===== config.mk =====
export PLATFORM = sky130hd
export DESIGN_NAME = tm_controller
export DESIGN_NICKNAME = d
export VERILOG_FILES = /design/src/rtl/tm_controller.sv
export SDC_FILE = /design/constraint.sdc
export NUM_CORES = 1
export LEC_CHECK = 0
export CAP_MARGIN = 20
export CORE_UTILIZATION = 63
export DETAILED_ROUTE_END_ITERATION = 8
export DONT_BUFFER_PORTS = 1
export PLACE_DENSITY = 0.79
export SLEW_MARGIN = 25
export SYNTH_ARGS = -nofsm -noshare
export SYNTH_HDL_FRONTEND = slang
export SYNTH_SLANG_ARGS = --single-unit
export TNS_END_PERCENT = 50

===== constraint.sdc =====
create_clock -name clock -period 6.35 [get_ports clock]
set_input_delay 0.635 -clock clock [delete_from_list [all_inputs] [get_ports clock]]
set_output_delay 0.635 -clock clock [all_outputs]
set_load 0.01 [all_outputs]

===== src/rtl/tm_controller.sv =====
`default_nettype none
// ============================================================================
//  Module      : tm_controller
//  Description : Single-tape Turing machine sequencer. Rules are entered one
//                field per Next press, the external tape is zeroed, then each
//                Next press performs one read / write / move step until a
//                halt state is selected.
//  Revision    : 1.0 - initial release
// ============================================================================
module tm_controller #(
  parameter  int NUM_STATES = 4,
  parameter  int TAPE_LEN   = 64,
  localparam int AW         = $clog2(TAPE_LEN),
  localparam int SW         = (NUM_STATES > 1) ? $clog2(NUM_STATES) : 1
) (
  input  logic          clock,
  input  logic          reset,
  input  logic [3:0]    input_data,
  input  logic          Next,
  input  logic          Done,
  input  logic          tape_rdata,
  output logic [AW-1:0] tape_addr,
  output logic          tape_we,
  output logic          tape_wdata,
  output logic [SW-1:0] cur_state,
  output logic [AW-1:0] head_pos,
  output logic          busy,
  output logic          Compute_done
);

  localparam int          NE       = 2 * NUM_STATES;
  localparam int          EW       = SW + 1;
  // Rule entry layout: [5] write_sym, [4] move (1 = right), [3:0] next_state
  localparam logic [5:0]  RULE_RST = 6'b00_1111;

  typedef enum logic [2:0] {
    ST_LOAD  = 3'd0,
    ST_CLEAR = 3'd1,
    ST_RUN   = 3'd2,
    ST_READ  = 3'd3,
    ST_EXEC  = 3'd4,
    ST_HALT  = 3'd5
  } state_t;

  state_t        state_q, state_d;
  logic [5:0]    rules_q [NE];
  logic [5:0]    rules_d [NE];
  logic [EW-1:0] ent_q, ent_d;
  logic [1:0]    fld_q, fld_d;
  logic          full_q, full_d;
  logic [AW-1:0] clr_q, clr_d;
  logic [AW-1:0] head_q, head_d;
  logic [SW-1:0] cur_q, cur_d;
  logic          sym_q, sym_d;
  logic          done_q, done_d;
  logic          next_prev_q;
  logic [AW-1:0] tape_addr_q, tape_addr_d;
  logic          tape_we_q, tape_we_d;
  logic          tape_wdata_q, tape_wdata_d;
  logic          busy_q, busy_d;
  logic          step_req;
  logic [5:0]    rule_sel;

  // Next-state, rule-table and registered-output computation
  always_comb begin
    state_d  = state_q;
    rules_d  = rules_q;
    ent_d    = ent_q;
    fld_d    = fld_q;
    full_d   = full_q;
    clr_d    = clr_q;
    head_d   = head_q;
    cur_d    = cur_q;
    sym_d    = sym_q;
    done_d   = done_q;
    step_req = Next & ~next_prev_q;
    rule_sel = rules_q[{cur_q, sym_q}];

    case (state_q)
      ST_LOAD: begin
        // Done has priority: a coincident press is discarded
        if (Done) begin
          state_d = ST_CLEAR;
          clr_d   = '0;
        end else if (step_req && !full_q) begin
          case (fld_q)
            2'd0:    rules_d[ent_q][5]   = input_data[0];
            2'd1:    rules_d[ent_q][4]   = input_data[0];
            default: rules_d[ent_q][3:0] = input_data;
          endcase
          if (fld_q == 2'd2) begin
            fld_d = 2'd0;
            if (ent_q == EW'(NE - 1)) full_d = 1'b1;
            else                      ent_d  = ent_q + 1'b1;
          end else begin
            fld_d = fld_q + 2'd1;
          end
        end
      end
      ST_CLEAR: begin
        if (clr_q == AW'(TAPE_LEN - 1)) begin
          state_d = ST_RUN;
          head_d  = '0;
          cur_d   = '0;
        end else begin
          clr_d = clr_q + 1'b1;
        end
      end
      ST_RUN: begin
        if (step_req) state_d = ST_READ;
      end
      ST_READ: begin
        sym_d   = tape_rdata;
        state_d = ST_EXEC;
      end
      ST_EXEC: begin
        if (rule_sel[4]) head_d = (head_q == AW'(TAPE_LEN - 1)) ? '0 : head_q + 1'b1;
        else             head_d = (head_q == '0) ? AW'(TAPE_LEN - 1) : head_q - 1'b1;
        // An out-of-range next state halts the machine; the current state is kept
        if ({28'd0, rule_sel[3:0]} >= 32'(NUM_STATES)) begin
          state_d = ST_HALT;
          done_d  = 1'b1;
        end else begin
          cur_d   = SW'(rule_sel[3:0]);
          state_d = ST_RUN;
        end
      end
      default: ;
    endcase

    // Outputs are derived from the upcoming state so they line up with it
    tape_we_d    = (state_d == ST_CLEAR) || (state_d == ST_EXEC);
    tape_addr_d  = (state_d == ST_CLEAR) ? clr_d : head_d;
    tape_wdata_d = (state_d == ST_EXEC) ? rules_q[{cur_d, sym_d}][5] : 1'b0;
    busy_d       = (state_d == ST_CLEAR) || (state_d == ST_READ) || (state_d == ST_EXEC);
  end

  // State, rule table and output registers with synchronous reset
  always_ff @(posedge clock) begin
    if (reset) begin
      state_q      <= ST_LOAD;
      for (int i = 0; i < NE; i++) rules_q[i] <= RULE_RST;
      ent_q        <= '0;
      fld_q        <= '0;
      full_q       <= 1'b0;
      clr_q        <= '0;
      head_q       <= '0;
      cur_q        <= '0;
      sym_q        <= 1'b0;
      done_q       <= 1'b0;
      next_prev_q  <= 1'b0;
      tape_addr_q  <= '0;
      tape_we_q    <= 1'b0;
      tape_wdata_q <= 1'b0;
      busy_q       <= 1'b0;
    end else begin
      state_q      <= state_d;
      rules_q      <= rules_d;
      ent_q        <= ent_d;
      fld_q        <= fld_d;
      full_q       <= full_d;
      clr_q        <= clr_d;
      head_q       <= head_d;
      cur_q        <= cur_d;
      sym_q        <= sym_d;
      done_q       <= done_d;
      next_prev_q  <= Next;
      tape_addr_q  <= tape_addr_d;
      tape_we_q    <= tape_we_d;
      tape_wdata_q <= tape_wdata_d;
      busy_q       <= busy_d;
    end
  end

  assign tape_addr    = tape_addr_q;
  assign tape_we      = tape_we_q;
  assign tape_wdata   = tape_wdata_q;
  assign cur_state    = cur_q;
  assign head_pos     = head_q;
  assign busy         = busy_q;
  assign Compute_done = done_q;

endmodule
`default_nettype wire


==> results.json <==
{
  "core_area_sq_mm": 0.00603,
  "slew_headroom": 0.470,
  "finalCritPeriodShare": 0.452,
  "dp_cells": 496,
  "pwr-share-clk": 0.410,
  "final_cell_mix": "83 x dfxtp_1, 52 x nor2_1, 39 x nand2_1, 33 x a211o_1, 22 x nor2b_1",
  "synth_top_family_by_area": "simple AND/OR/NAND/NOR gates",
  "fp.dieW_um": 81.7,
  "clkTransAtPathRegs_ps": 90,
  "grt_max_degree": 78,
  "clk_latency_ps": 350,
  "p_sw_frac": 0.226,
  "post_cts_buffers": 0,
  "switching_power_uw": 213,
  "numCtsBuffers": 9,
  "place_hpwl_mm": 5.93,
  "whs_path_depth": 1,
  "p_per_area_mw_per_mm2": 225,
  "cts_hold_buf": 0,
  "tns_ps": 0,
  "hold_viol_final": 0,
  "start_util": 0.664,
  "synth-main-ff-cell": "dfxtp_1",
  "dr.pass1.iters": 5,
  "fin_nets": 446,
  "period_minus_slack_ps": 2870,
  "drc": 0,
  "syn_area_sq_mm": 0.00400,
  "syn_nets": 466,
  "slew_viol_final": 0,
  "syn2layout_area_growth_pct": 4.51,
  "design.die.area_sq_mm": 0.00667,
  "synth_edf_count": 0,
  "n_antenna_cell": 0,
  "synth_warnings": 0,
  "track_usage": 0.277,
  "synth-adder-area-share": 0.0156,
  "cts_resized": 0,
  "status": "finished clean",
  "final_cell_count_no_fill": 512,
  "ys_async_sr_fraction": 0,
  "antenna_left": 0,
  "dpl_cell_area_sq_mm": 0.00397,
  "power_uw": 942,
  "power_frac_comb": 0.026,
  "yosysSeqAreaShare": 0.416,
  "vias_per_cell": 6.30,
  "drive_above_1_share": 0.0686,
  "rows": 28,
  "num_vias": 3224,
  "ir_drop_uv": 172,
  "cts_sinks": 83,
  "routed_wirelength_mm": 8.58,
  "synth-simple-area-share": 0.232,
  "worstRegToRegCells": 5,
  "crit_path_end_kind": "flip-flop",
  "first_global_vias": 2899,
  "syn_avg_cell_area_sq_um": 8.85,
  "seqPwrFrac": 0.564,
  "wl_per_cell_um": 16.8,
  "cp_max_fo": 20,
  "cts_tree": "yes",
  "synth_area_leaders": "dfxtp_1 42%, a211o_1 7.2%, mux2i_1 5.3%",
  "root_buffer": "clkbuf_8",
  "path_class": "flip-flop to flip-flop",
  "rsz0062_at_grt": "false",
  "synth_compound_area_frac": 0.197,
  "synth_area_leader_cell": "dfxtp_1",
  "die_h_um": 81.7,
  "clk_path_buf_depth": 2,
  "multiInputGateArea_sq_mm": 0.00219,
  "worst_slew_pin_slew_ps": 793,
  "skew_ps": 12.4,
  "overflow": 0,
  "muxShareOfSynthArea": 0.0976,
  "worst_ep_required_time_ps": 6590,
  "finalSetupViolations": 0,
  "place_congestion": 0.832,
  "synth-xor-area-share": 0.00438,
  "p_leak_uw": 0.00153,
  "seqCellArea_sq_mm": 0.00166,
  "synth.top_cell.area_share": 0.416,
  "ios": 27,
  "yosys_register_bits": 83,
  "fmax_mhz": 348,
  "post-route-cell-area_sq_mm": 0.00418,
  "drt_iter0_drc": 304,
  "final_common_cell": "dfxtp_1",
  "netlist-cell-type-count": 51,
  "port_buffers": 0,
  "drv_cap": 0,
  "grt_pass1_wl_mm": 14.0,
  "antenna_found_initial": 0,
  "p_int_uw": 729,
  "min_path_type": "input pin to flip-flop",
  "synthCells": 452,
  "hold_ws_ps": 347,
  "cts.htree.levels": 3,
  "nFillCells": 484,
  "critPathLaunchType": "flip-flop",
  "cp.arrival_ps": 3110
}
==> metrics by stage <==
step           setup slack (ps)   util
3_5_place_dp               3150  0.659
3_3_place_gp               3240  0.659
5_1_grt                    3260  0.694
6_report                   3480  0.694
2_1_floorplan              3870      -
4_1_cts                    3210  0.693
==> synthesized netlist by cell type, types with 3 or more instances <==
cell,instances
a211o_1,33
a211oi_1,7
a21o_1,3
a21oi_1,21
a22o_1,4
a22oi_1,3
a2bb2oi_1,3
a31oi_1,4
and2_1,3
and3_1,19
buf_2,3
clkbuf_1,26
dfxtp_1,83
ha_1,5
inv_1,8
mux2_2,4
mux2i_1,21
mux4_2,5
nand2_1,39
nand3_1,9
nand3b_1,4
nor2_1,53
nor2b_1,22
nor3_1,10
nor3b_1,4
nor4_1,5
o21ai_0,15
o31ai_1,4
or4_1,3
==> layer usage <==
layer | GRT usage | wire length [um] | vias to the layer above | part of all wire
li1 | - | - | 1603 | -
met1 | 0.357 | 3970 | 1529 | 0.46
met2 | 0.457 | 4140 | 79 | 0.48
met3 | 0.0578 | 335 | 13 | 0.039
met4 | 0.102 | 134 | 0 | 0.016
met5 | 0 | 0 | - | 0
==> power by group through the flow <==
| stage | Sequential (uW) | Clock, uW | Combinational (uW) |
|---|---|---|---|
| floorplan | 541 | 0 | 29.6 |
| global route | 532 | 414 | 27.8 |
| global placement | 543 | 0 | 23.6 |
| finish | 531 | 386 | 24.7 |
| CTS | 531 | 389 | 24.4 |
| detailed placement | 543 | 0 | 24.3 |
==> worst paths after layout <==
kind               from           end  slack, ps
max          state_q[0]     flip-flop       3480
max reg2reg  state_q[0]     flip-flop       3480
min reg2reg   flip-flop     flip-flop        470
min               reset  Compute_done        350
==> layout make-up <==
class                      instances  share of cell area
multi-input combinational        330               0.524
sequential                        83               0.398
clock buffer                      11              0.0338
tap                               75              0.0225
clock inverter                     5              0.0150
inverter                           8             0.00719
==> worst max-delay path, cell delays in order, from the launching register on <==
cell and delay, ps:
dfxtp_1 450, or4b_4 620, or4_1 580, nor2_2 530, nand2_1 230, a211o_1 350
==> cells by family after synthesis <==
group,Yosys count
muxes,31
DFF,83
adders and majority gates,5
and+or+nand+nor,182
buffers and inverters,39
AOI/OAI and AO/OA,110
xor gates and xnor gates,2
Power figures use the tool's default switching activity.
